## src/rtl/pipe_stage_reg.sv

```systemverilog
// pipe_stage_reg: pipeline register with main + skid entry, valid/ready handshake,
// registered in_ready and flush that squashes held and incoming instructions.
module pipe_stage_reg #(
    parameter int                DATA_W      = 256,
    parameter int                CTRL_W      = 9,
    parameter logic [CTRL_W-1:0] BUBBLE_CTRL = '0
) (
    input  logic              clock,
    input  logic              reset,
    input  logic              in_valid,
    output logic              in_ready,
    input  logic [CTRL_W-1:0] in_ctrl,
    input  logic [DATA_W-1:0] in_data,
    input  logic              flush,
    output logic              out_valid,
    input  logic              out_ready,
    output logic [CTRL_W-1:0] out_ctrl,
    output logic [DATA_W-1:0] out_data,
    output logic [1:0]        occupancy
);
    typedef enum logic [1:0] {EMPTY = 2'd0, ONE = 2'd1, FULL = 2'd2} state_t;
    state_t            state, nxt;
    logic [CTRL_W-1:0] skid_ctrl;
    logic [DATA_W-1:0] skid_data;
    logic              accept, consume, load_in, load_skid, skid_to_main;
    always_comb begin
        accept  = in_valid & in_ready;
        consume = out_valid & out_ready;
        nxt     = state;
        if (flush)
            nxt = EMPTY;
        else
            case (state)
                EMPTY:   nxt = accept ? ONE : EMPTY;
                ONE:     nxt = (accept & !consume) ? FULL : (!accept & consume) ? EMPTY : ONE;
                FULL:    nxt = consume ? ONE : FULL;
                default: nxt = EMPTY;
            endcase
        load_in      = !flush & accept & (state == EMPTY | consume);
        load_skid    = !flush & accept & (state == ONE) & !consume;
        skid_to_main = !flush & (state == FULL) & consume;
    end
    // out_ctrl doubles as the main control store; it is forced to the bubble when the stage empties
    always_ff @(posedge clock) begin
        if (!reset) begin
            state     <= EMPTY;
            in_ready  <= 1'b1;
            out_valid <= 1'b0;
            out_ctrl  <= BUBBLE_CTRL;
            out_data  <= '0;
            skid_ctrl <= '0;
            skid_data <= '0;
        end else begin
            state     <= nxt;
            in_ready  <= nxt != FULL;
            out_valid <= nxt != EMPTY;
            if (load_in) begin
                out_ctrl <= in_ctrl;
                out_data <= in_data;
            end else if (skid_to_main) begin
                out_ctrl <= skid_ctrl;
                out_data <= skid_data;
            end else if (nxt == EMPTY) begin
                out_ctrl <= BUBBLE_CTRL;
            end
            if (load_skid) begin
                skid_ctrl <= in_ctrl;
                skid_data <= in_data;
            end
        end
    end
    assign occupancy = state;
endmodule

```

## config.mk

```make
export PLATFORM = sky130hd
export DESIGN_NAME = pipe_stage_reg
export DESIGN_NICKNAME = d
export VERILOG_FILES = /design/src/rtl/pipe_stage_reg.sv
export SDC_FILE = /design/constraint.sdc
export NUM_CORES = 1
export LEC_CHECK = 0
export BUFFER_PORTS_ARGS = -buffer_cell sky130_fd_sc_hd__buf_2
export CAP_MARGIN = 25
export CORE_MARGIN = 1.5
export CORE_UTILIZATION = 35
export DETAILED_ROUTE_END_ITERATION = 12
export PLACE_DENSITY_LB_ADDON = 0.2
export SLEW_MARGIN = 30
export SYNTH_ARGS = -nofsm -noshare
export SYNTH_HDL_FRONTEND = slang
export SYNTH_SLANG_ARGS = --single-unit
```

## constraint.sdc

```tcl
create_clock -name clock -period 2.22 [get_ports clock]
set_input_delay 0 -clock clock [delete_from_list [all_inputs] [get_ports clock]]
set_output_delay 0 -clock clock [all_outputs]
set_load 0.005 [all_outputs]
```

After elaboration in Yosys (flattened, before gate mapping)
Cells that the tools add are included.
- register bits: 534
- input bits: 270
- output and inout port bits: 269
- logic and storage cells: 40
- equal/unequal tests: 3
- mux-type cells: 11
- bitwise operators: 11
- reduce and logical (&&, ||, !) cells: 8
- operators with widths (kind ; number):
    $mux W256 ; 2
    $mux W9 ; 3
    $and A1 B1 Y1 ; 10
    $mux W2 ; 3
    $pmux W2 S3 ; 1
    $logic_not A2 Y1 ; 2
    $reduce_bool A2 Y1 ; 2
    $logic_not A1 Y1 ; 3
    $reduce_bool A3 Y1 ; 1
    $eq A2 B1 Y1 const B ; 1
    $eq A2 B2 Y1 const B ; 1
    $mux W1 ; 2
    $ne A2 B2 Y1 const B ; 1
    $or A1 B1 Y1 ; 1

Depth between registers and ports, before layout
- word-level depth: 11
- depth in mapped cells: 7
- mapped depth without buffers: 4

Worst setup path after synthesis
OpenSTA, ideal clock, no wires.
- path type: reg2reg
- start: reg state[1], in the netlist occupancy[1]
- end: reg out_data[36]
- setup time: 0.119 ns
- arrival: 1.517 ns
- required time: 2.101 ns
- slack: 0.583 ns
- cell stages (with the launch flop): 8
- cell sequence: dfxtp_1 > a2bb2oi_2 > or3_1 > buf_4 > buf_6 > clkbuf_1 > o21ai_0 > a21oi_1
- cells in the longest elaborated chain, start to end: 4
- elaborated cells between the ends (all ways): 8
- ends and longest elaborated chain (item ; line ; text):
    start, declared ; 22 ; state_t state, nxt;
    start signal, assigned ; 54 ; state <= nxt;
    $eq A2 B2 Y1 or $logic_not A2 Y1 (tied branches) ; 41, 39 ;
    $and A1 B1 Y1 or $or A1 B1 Y1 (tied branches) ; 41, 39 ;
    $and A1 B1 Y1 (on tied branches) ; 41, 39 ;
    $reduce_bool A2 Y1 (no line) or $mux W256 (tied branches) ; n/a ;
    end signal, assigned ; 59 ; out_data <= in_data;
    end signal, assigned ; 62 ; out_data <= skid_data;
    end, declared ; 18 ; output logic [DATA_W-1:0] out_data,
Several ways; a longest one is shown, not always the timed one.
A chain may end at the register's enable or synchronous reset.

Worst setup path in the final report
- start: reg state[1], in the netlist occupancy[1]
- end: reg out_data[73]
The elaborated chain is that of the path after synthesis.

==> metrics.md <==
| Metric | Value |
|---|---|
| Max-cap violations | `0` |
| Synth area leader | `dfxtp_1` |
| Pre-antenna DRT Iters | `5` |
| Placeable Area | `0.0589 mm^2` |
| Main combinational cell family by area after synthesis | `compound AO/OA/AOI/OAI gates` |
| Dominant cells by area after synthesis | `dfxtp_1, nand2_1, a21oi_1, a21boi_0, o21ai_0` |
| Total global-route track usage | `22.5%` |
| Synthesized cell area | `0.0208 mm^2` |
| Fraction of layout instances using a drive strength above 1 | `21.1%` |
| Remaining DRCs | `0` |
| 1st-iter DRT viols | `1197` |
| Synth Area in XOR/XNOR | `0%` |
| CP startpoint | `occupancy[1]` |
| Via-per-instance ratio | `5.00` |
| Max H-tree Level | `2` |
| Setup crit end | `out_data[73]` |
| Largest net degree at the start of global routing | `101` |
| R2r setup slk | `0.25 ns` |
| Syn. warnings | `0` |
| Fin. max-slew vios | `0` |
| Minimum clock period | `1.97 ns` |
| Worst reg2reg path endpoint | `out_data[73]` |
| Total gr overflow | `0` |
| Outcome | `finished clean` |
| Die ar. | `0.0609 mm^2` |
| Top cells by count, synth | `nand2_1, dfxtp_1, a21oi_1` |
| Post-synth top area share | `51.4%` |
| Dpl hpwl | `45.3 mm` |
| Rows | `89` |
| Cells after Synth | `2639` |
| Detail Route Antenna Nets | `0` |
| Syn-to-layout area delta | `39.8%` |
| Post-Place Setup Slack | `0.300 ns` |
| CTS buffer count | `57` |
| Finished Core Util | `49.4%` |
| Critical Path AT | `2.49 ns` |
| CP Capture Type | `flop` |
| Chip Height | `247 um` |
| Vias in the first global route | `20201` |
| Synth unique cells | `32` |
| Fin crit share | `88.6%` |
| RSZ-0062 raised after global routing | `false` |
| Gp weighted congestion | `0.848` |
| Async set-or-reset flop fraction in the synthesized netlist | `0%` |
| Startpoint type of the worst setup path | `flop` |
| Reg-to-reg critical path startpoint | `occupancy[1]` |
| Detailed-route via count | `20877` |
| Clock slew seen by the registers of the worst setup and hold paths | `0.06 ns` |
| Top FF cell, synth | `dfxtp_1` |
| Slew margin rel. | `58.2%` |
| VDD IR-drop max | `0.576 mV` |
| Sequential fraction of the synthesis area | `51.4%` |
| Clock Skew | `0.0118 ns` |
| Initial core utilization | `35.3%` |
| Final Hold Viols | `0` |
| # IOs | `539` |
| Pwr dens | `772 mW/mm^2` |
| Reg2reg path depth | `6` |
| Layout net count | `3617` |
| Compound-gate portion of the synthesized area | `29.0%` |
| Worst Path Required | `2.74 ns` |
| CTS tree | `yes` |
| Global-route wire length before repair | `110 mm` |
| Post-synthesis adder-cell area fraction | `0%` |
| Worst-Skew Late Latency | `0.61 ns` |
| Initial antenna violation count | `8` |
| Die width | `247 um` |
| Syn nets | `2909` |
| Wire per inst | `17.0 um` |
| Final TNS setup | `0 ns` |
| CTS Root Cell | `clkbuf_16` |
| I/O Buffers | `538` |
| Sink Count | `534` |
| Class of the worst hold path | `input port to flop` |
| Post-synthesis mux area share | `0%` |
| Achievable Freq | `509 MHz` |
| Setup slack after layout | `0.254 ns` |
| Post-Synth Simple-Gate Area | `14.9%` |
| Total Wirelength | `71.1 mm` |
| Worst-margin pin slew | `0.627 ns` |
| Setup Crit Path Kind | `flop to flop` |
| Syn Area/Cell | `7.88 um^2` |
| Most common cell in the netlist | `nand2_1` |
| #FFs+latches synth | `534` |
| Final Setup Violations | `0` |
| EDFF count, synth | `0` |
| Critical path peak fanout | `35` |
| Post-CTS sizing | `0` |
| Leak | `11.5 nW` |
| CTS max path bufs | `3` |
[layout make-up]
cell class / count / area (um^2)
inverters: 1 / 3.75
multi-input cells: 1871 / 9150
clock buffers: 84 / 1730
diodes: 6 / 15.0
flip-flops and latches: 534 / 10700
fillers: 5615 / 29800
well taps: 773 / 967
repair buffers: 882 / 6320
clock inverters: 21 / 220
[metrics by stage]
step / cell area (um^2) / hold WS [ns] / cells / total power (W)
after floorplan: 20800 / 0.135 / 2639 / 0.0114
after global placement: 24400 / 0.250 / 3793 / 0.0124
after detailed placement: 24400 / 0.262 / 3793 / 0.0125
after CTS: 29100 / 0.0443 / 4166 / 0.0227
after global routing: 29100 / 0.101 / 4172 / 0.0234
final: 29100 / 0.0781 / 4172 / 0.0225
[where the power goes]
part           internal, W  leakage [nW]  switching [W]
clock network      0.00584         0.977        0.00399
registers           0.0100          4.35       0.000230
logic              0.00117          6.21        0.00124
[per-layer routing]
layer	vias up	routed length, um	track usage, %
met1	9807	30100	27.9
met5	-	23	0
met4	4	2050	7.57
li1	10311	-	-
met2	619	33800	37.8
met3	136	5150	5.68
[registers in the layout, indices dropped and copies added (netlist names)]
register,cells
in_ready,1
occupancy,2
out_ctrl,9
out_data,256
out_valid,1
skid_ctrl,9
skid_data,256
[cell families (layout without fill, tap and decap cells)]
kind of cell / count (synthesis) / after routing
other: 0 / 6
buffers and inverters: 234 / 988
AO/OA/AOI/OAI: 1063 / 1063
AND/OR/NAND/NOR: 808 / 808
flip-flops: 534 / 534
[worst min-delay path by stage]
stage                            start              to  slack [ns]  cells after the start
final                         in_valid  skid_data[237]        0.08                      5
after global routing          in_valid  skid_data[221]        0.10                      5
after CTS                     in_valid  skid_data[254]        0.04                      5
after detailed placement  in_data[227]  skid_data[227]        0.26                      3
after global placement    in_data[227]  skid_data[227]        0.25                      3
after floorplan           in_data[213]  skid_data[213]        0.13                      2
[worst max-delay path: stages, from the launching register on]
cell and delay [ns]:
dfxtp_1 0.47, nor3b_2 0.35, and2_4 0.24, buf_12 0.22, buf_4 0.30, a21oi_1 0.11, a21oi_1 0.17
[cell usage in the layout (no fill, tap or decap), types with 4 or more instances in the layout]
cell,n
a21boi_0,249
a21boi_1,16
a21oi_1,514
a22oi_1,9
a31oi_1,4
buf_12,29
buf_2,537
buf_4,47
bufinv_16,4
clkbuf_1,9
clkbuf_16,59
clkbuf_8,16
clkinv_2,13
dfxtp_1,534
diode_2,6
dlygate4sd3_1,268
nand2_1,791
o21ai_0,229
o21ai_1,38
[what timing repair did]
item,in CTS,in global routing
hold buffers,268,0
endpoints found under the hold margin,534,0
setup buffers,0,0
Power figures use the tool's default switching activity.
